**config.mk**
```make
export PLATFORM = sky130hd
export DESIGN_NAME = pool_in_data_unpack
export DESIGN_NICKNAME = d
export VERILOG_FILES = /design/src/rtl/pool_in_data_unpack.sv
export SDC_FILE = /design/constraint.sdc
export NUM_CORES = 1
export LEC_CHECK = 0
export BUFFER_PORTS_ARGS = -buffer_cell sky130_fd_sc_hd__buf_4
export CELL_PAD_IN_SITES_DETAIL_PLACEMENT = 2
export CELL_PAD_IN_SITES_GLOBAL_PLACEMENT = 2
export CORE_MARGIN = 5
export CORE_UTILIZATION = 27
export CTS_CLUSTER_SIZE = 12
export DETAILED_ROUTE_END_ITERATION = 8
export PLACE_DENSITY_LB_ADDON = 0.1
export SYNTH_ARGS = -nofsm -noshare
export SYNTH_HDL_FRONTEND = slang
export SYNTH_SLANG_ARGS = --single-unit
```
**constraint.sdc**
```tcl
create_clock -name clk -period 2.78 [get_ports clk]
set_input_delay 0 -clock clk [delete_from_list [all_inputs] [get_ports clk]]
set_output_delay 0 -clock clk [all_outputs]
set_load 0.005 [all_outputs]
```
**src/rtl/pool_in_data_unpack.sv**
```systemverilog
// Stream-to-vector unpacker: gathers up to eight 32-bit beats into one 256-bit
// vector for the MAC/pooling array, lane k holding beat k of the vector.
module pool_in_data_unpack #(
    parameter int C_S_AXIS_TDATA_WIDTH = 32,
    parameter int VEC_WIDTH            = 256
) (
    input  logic                            clk,
    input  logic                            rst_n,
    input  logic [11:0]                     input_channel_size,
    input  logic                            in_valid,
    output logic                            in_ready,
    input  logic [C_S_AXIS_TDATA_WIDTH-1:0] in_data,
    input  logic                            in_last,
    output logic                            vec_valid,
    input  logic                            vec_ready,
    output logic [VEC_WIDTH-1:0]            vec_data,
    output logic                            vec_last,
    output logic                            layer_finish,
    output logic                            frame_err
);

    typedef enum logic {FILL = 1'b0, HOLD = 1'b1} state_t;

    // ceil(ch/32) clamped to 1..8; anything at or above 256 channels needs all lanes
    function automatic logic [3:0] calc_beat_num(input logic [11:0] ch);
        logic [3:0] raw;
        raw = {1'b0, ch[7:5]} + {3'd0, |ch[4:0]};
        if (ch[11:8] != 4'd0) begin
            return 4'd8;
        end else if (raw == 4'd0) begin
            return 4'd1;
        end else begin
            return raw;
        end
    endfunction

    state_t                 state_q, state_d;
    logic [3:0]             beat_cnt_q, beat_cnt_d;
    logic [3:0]             num_lat_q, num_lat_d;
    logic                   in_ready_q, in_ready_d;
    logic                   vec_valid_q, vec_valid_d;
    logic [VEC_WIDTH-1:0]   vec_data_q, vec_data_d;
    logic                   vec_last_q, vec_last_d;
    logic                   layer_finish_q, layer_finish_d;
    logic                   frame_err_q, frame_err_d;

    logic       beat_acc_s;
    logic [3:0] num_eff_s;
    logic       final_s;
    logic       close_s;
    logic       vec_hs_s;

    assign beat_acc_s = (state_q == FILL) && in_valid && in_ready_q;
    assign num_eff_s  = (beat_cnt_q == 4'd0) ? calc_beat_num(input_channel_size) : num_lat_q;
    assign final_s    = (beat_cnt_q == (num_eff_s - 4'd1));
    assign close_s    = beat_acc_s && (final_s || in_last);
    assign vec_hs_s   = (state_q == HOLD) && vec_valid_q && vec_ready;

    // State register
    always_ff @(posedge clk) begin
        if (!rst_n) begin
            state_q <= FILL;
        end else begin
            state_q <= state_d;
        end
    end

    // Next-state logic
    always_comb begin
        state_d = state_q;
        case (state_q)
            FILL:    state_d = close_s ? HOLD : FILL;
            HOLD:    state_d = vec_hs_s ? FILL : HOLD;
            default: state_d = FILL;
        endcase
    end

    // Next values for datapath and registered outputs
    always_comb begin
        beat_cnt_d     = beat_cnt_q;
        num_lat_d      = num_lat_q;
        in_ready_d     = in_ready_q;
        vec_valid_d    = vec_valid_q;
        vec_data_d     = vec_data_q;
        vec_last_d     = vec_last_q;
        layer_finish_d = 1'b0;
        frame_err_d    = frame_err_q;
        case (state_q)
            FILL: begin
                vec_valid_d = 1'b0;
                in_ready_d  = !close_s;
                if (beat_acc_s) begin
                    vec_data_d[{beat_cnt_q[2:0], 5'd0} +: 32] = in_data;
                    beat_cnt_d = beat_cnt_q + 4'd1;
                    num_lat_d  = (beat_cnt_q == 4'd0) ? num_eff_s : num_lat_q;
                    vec_last_d = vec_last_q | in_last;
                    frame_err_d = frame_err_q | (in_last && !final_s);
                end else begin
                    beat_cnt_d = beat_cnt_q;
                end
            end
            HOLD: begin
                if (vec_hs_s) begin
                    vec_valid_d    = 1'b0;
                    in_ready_d     = 1'b1;
                    beat_cnt_d     = 4'd0;
                    vec_data_d     = {VEC_WIDTH{1'b0}};
                    vec_last_d     = 1'b0;
                    layer_finish_d = vec_last_q;
                end else begin
                    vec_valid_d = 1'b1;
                    in_ready_d  = 1'b0;
                end
            end
            default: begin
                vec_valid_d = 1'b0;
                in_ready_d  = 1'b0;
            end
        endcase
    end

    // Datapath and output registers
    always_ff @(posedge clk) begin
        if (!rst_n) begin
            beat_cnt_q     <= 4'd0;
            num_lat_q      <= 4'd1;
            in_ready_q     <= 1'b0;
            vec_valid_q    <= 1'b0;
            vec_data_q     <= {VEC_WIDTH{1'b0}};
            vec_last_q     <= 1'b0;
            layer_finish_q <= 1'b0;
            frame_err_q    <= 1'b0;
        end else begin
            beat_cnt_q     <= beat_cnt_d;
            num_lat_q      <= num_lat_d;
            in_ready_q     <= in_ready_d;
            vec_valid_q    <= vec_valid_d;
            vec_data_q     <= vec_data_d;
            vec_last_q     <= vec_last_d;
            layer_finish_q <= layer_finish_d;
            frame_err_q    <= frame_err_d;
        end
    end

    assign in_ready     = in_ready_q;
    assign vec_valid    = vec_valid_q;
    assign vec_data     = vec_data_q;
    assign vec_last     = vec_last_q;
    assign layer_finish = layer_finish_q;
    assign frame_err    = frame_err_q;

endmodule

```
==> summary.txt <==
status - completed
GRT Total Usage - 20.0%
multiplexer share of the synthesized area - 0%
post-synthesis compound-gate area fraction - 17.1%
Post-Synth XOR/XNOR Area - 0.480%
RSZ-0062 raised after global routing - yes
I/O Pins - 310
dpl cell area - 13900 um^2
post-route setup TNS - 0 ns
htree depth - 2
1st-pass router iterations - 4
initial antenna violation count - 1
layout cell share with drive strength beyond 1 - 26.6%
register bit total from synthesis - 270
CP startpoint - beat_cnt_q[0]
Final period util - 95.2%
FFs w/ async S/R, synth - 0%
worst slew pin tran - 1.10 ns
number of global-route vias before repair - 11100
Synth Area in Adders - 0.686%
placed instance count - 1997
row count - 73
Max-cap violations - 0
Die X - 211 um
routed via count - 10300
met3 WL - 3.23 mm
Top FF cell, synth - dfxtp_1
RePlAce Congestion - 0.794
synth warn - 0
Final WS setup - 0.133 ns
peak supply drop - 0.367 mV
kind of critical path - reg -> reg
Worst Hold Class - in -> reg
Distinct cells, synth - 45
clock buffer depth - 3
DIE AREA - 44600 um^2
DRT iter0 DRCs - 394
top sig layer - met4
initial core utilization - 27.4%
clock period minus worst slack - 2.65 ns
Clock Skew - 0.0103 ns
Core Region - 39900 um^2
sequential area share after synthesis - 49.4%
hold path start - in_data[1]
number of CTS-inserted buffers - 34
Max-Slew Margin vs Limit - 26.3%
Port Buffers - 309
Layout area overhead - 41.6%
ant diodes - 0
WP data required - 3.21 ns
synthesized area per cell - 8.82 um^2
post-detail-place hpwl - 32.1 mm
Metal-1 WL - 21.3 mm
Post-synth EDFFs - 0
Vias per Instance - 4.93
achievable frequency - 378 MHz
Final #Nets - 1601
post-route design area - 15500 um^2
Hold Vio Cnt, Final - 0
CTS tree - yes
largest family of logic cells by synthesized area - simple AND/OR/NAND/NOR gates
routed len/inst - 22.3 um
synthesized area - 10900 um^2
Die Y - 211 um
global-route wire length before repair - 70.0 mm
CTS sink cnt - 270
Post-Route WL - 46.7 mm
Setup WS pre-CTS - 0.0251 ns
Leak Pwr - 6.11 nW
Slew Limit Fails - 0
metal2 WL - 21.2 mm
CP endpoint kind - flop
Setup violations, final - 0
PwrDens - 594 nW/um^2
Worst EP arrival - 3.08 ns
Final Instance Count excl. Fillers - 2095
clk slew on worst S/H paths - 0.06 ns
syn nets - 1295
RR Startpoint - beat_cnt_q[0]
root buf cell - clkbuf_16
Simple-Gate Fraction of Synth Area - 28.3%
Clock Latency Late Sink - 0.52 ns
Startpoint Class - flop
largest net degree at the start of global routing - 86
Syn Inst Count - 1240
remaining antenna violation count after routing - 0
grt ovf - 0
Residual DRC - 0
critical path peak fanout - 31
==> power by group <==
group,internal (mW),total [mW],switching [mW]
combinational,0.274,0.662,0.388
clock,2.86,4.60,1.74
sequential,3.91,3.93,0.0269
total,7.04,9.19,2.15
==> layer usage <==
metal,vias to the layer above,track usage (%)
met2,245,31.5
li1,4903,-
met3,57,6.02
met5,-,0
met1,5127,27.1
met4,0,4.72
==> logic make-up (layout without fill, tap and decap cells) <==
kind of cell,Yosys count,count (layout)
AO/OA/AOI/OAI,286,288
XOR/XNOR,6,6
adder cells (fa/ha/maj),6,6
buffers and inverters,113,441
flip-flops,270,270
AND/OR/NAND/NOR,559,559
==> synthesized netlist by cell type, drive strengths merged, types with 6 or more instances <==
cell | number | area [um^2]
clkbuf | 98 | 368
nand2 | 68 | 258
and2 | 99 | 619
o21ai | 96 | 480
a21oi | 24 | 120
nor2 | 16 | 60.1
a21boi | 54 | 405
a22oi | 96 | 721
nand3 | 153 | 766
buf | 11 | 57.6
nand2b | 34 | 213
nor2b | 145 | 907
nor3 | 20 | 100
ha | 6 | 75.1
dfxtp | 270 | 5410
==> state kept, by name, summed over array words and instances, names as in the netlist <==
name / count
state_q: 1
layer_finish: 1
vec_last: 1
vec_data: 256
in_ready: 1
vec_valid: 1
num_lat_q: 4
beat_cnt_q: 4
frame_err: 1
==> area by class of cell <==
cell class | count | area [um^2]
clock buffers | 51 | 1080
inverters | 4 | 15.0
fillers | 4396 | 24400
repair buffers | 377 | 3020
well taps | 525 | 657
flip-flops and latches | 270 | 5410
clock inverters | 9 | 100
multi-input cells | 859 | 5200
==> per-stage QoR <==
| step | util (%) | hold WS (ns) | power (mW) |
|---|---|---|---|
| after detailed placement | 34.8 | 0.232 | 4.64 |
| after CTS | 38.7 | 0.0460 | 9.36 |
| after global routing | 38.8 | 0.0709 | 9.57 |
| final | 38.8 | 0.0697 | 9.19 |
| after global placement | 34.8 | 0.225 | 4.63 |
| after floorplan | - | 0.0932 | 4.33 |
==> worst paths after layout <==
| path | depth (start not counted) | to | slack, ns |
|---|---|---|---|
| hold / removal | 4 | vec_data[97] | 0.07 |
| setup / recovery | 9 | vec_data[151] | 0.13 |
| setup reg to reg | 9 | vec_data[151] | 0.13 |
| hold reg to reg | 2 | vec_data[209] | 0.46 |
==> critical path, stage by stage, from the launching register on <==
cell	delay, ns
dfxtp_1	0.34
inv_2	0.05
ha_1	0.23
ha_1	0.37
nor3b_1	0.30
nor2b_2	0.45
and2_1	0.24
buf_12	0.22
a22oi_1	0.14
nor2b_1	0.21
==> what timing repair did <==
action	4_1_cts	5_1_grt
hold endpoints to repair	97	0
resized for setup	1	5
setup buffers	0	0
gates cloned	1	1
pin swaps	1	1
setup endpoints to repair	1	61
hold buffers	36	0
==> cell usage in the layout (no fill, tap or decap), types with 2 or more instances in the layout <==
| cell type | n |
|---|---|
| a2111oi_0 | 3 |
| a211oi_1 | 2 |
| a21boi_1 | 54 |
| a21oi_1 | 21 |
| a21oi_4 | 4 |
| a22oi_1 | 96 |
| a31oi_1 | 2 |
| and2_1 | 99 |
| and3_1 | 4 |
| buf_12 | 8 |
| buf_4 | 332 |
| bufinv_16 | 2 |
| clkbuf_1 | 4 |
| clkbuf_16 | 37 |
| clkbuf_8 | 10 |
| clkinv_2 | 5 |
| clkinvlp_4 | 2 |
| dfxtp_1 | 269 |
| dlygate4sd3_1 | 36 |
| ha_1 | 6 |
| inv_1 | 3 |
| nand2_1 | 66 |
| nand2_2 | 2 |
| nand2b_1 | 34 |
| nand3_1 | 151 |
| nand3b_1 | 4 |
| nor2_1 | 14 |
| nor2_2 | 2 |
| nor2b_1 | 144 |
| nor3_1 | 18 |
| nor3_2 | 2 |
| nor3b_1 | 3 |
| nor4_1 | 3 |
| o21ai_1 | 96 |
| or2_1 | 2 |
| or3b_1 | 2 |
| xnor2_1 | 4 |
| xor2_1 | 2 |
Note: power is estimated with default switching activity, not from simulation.
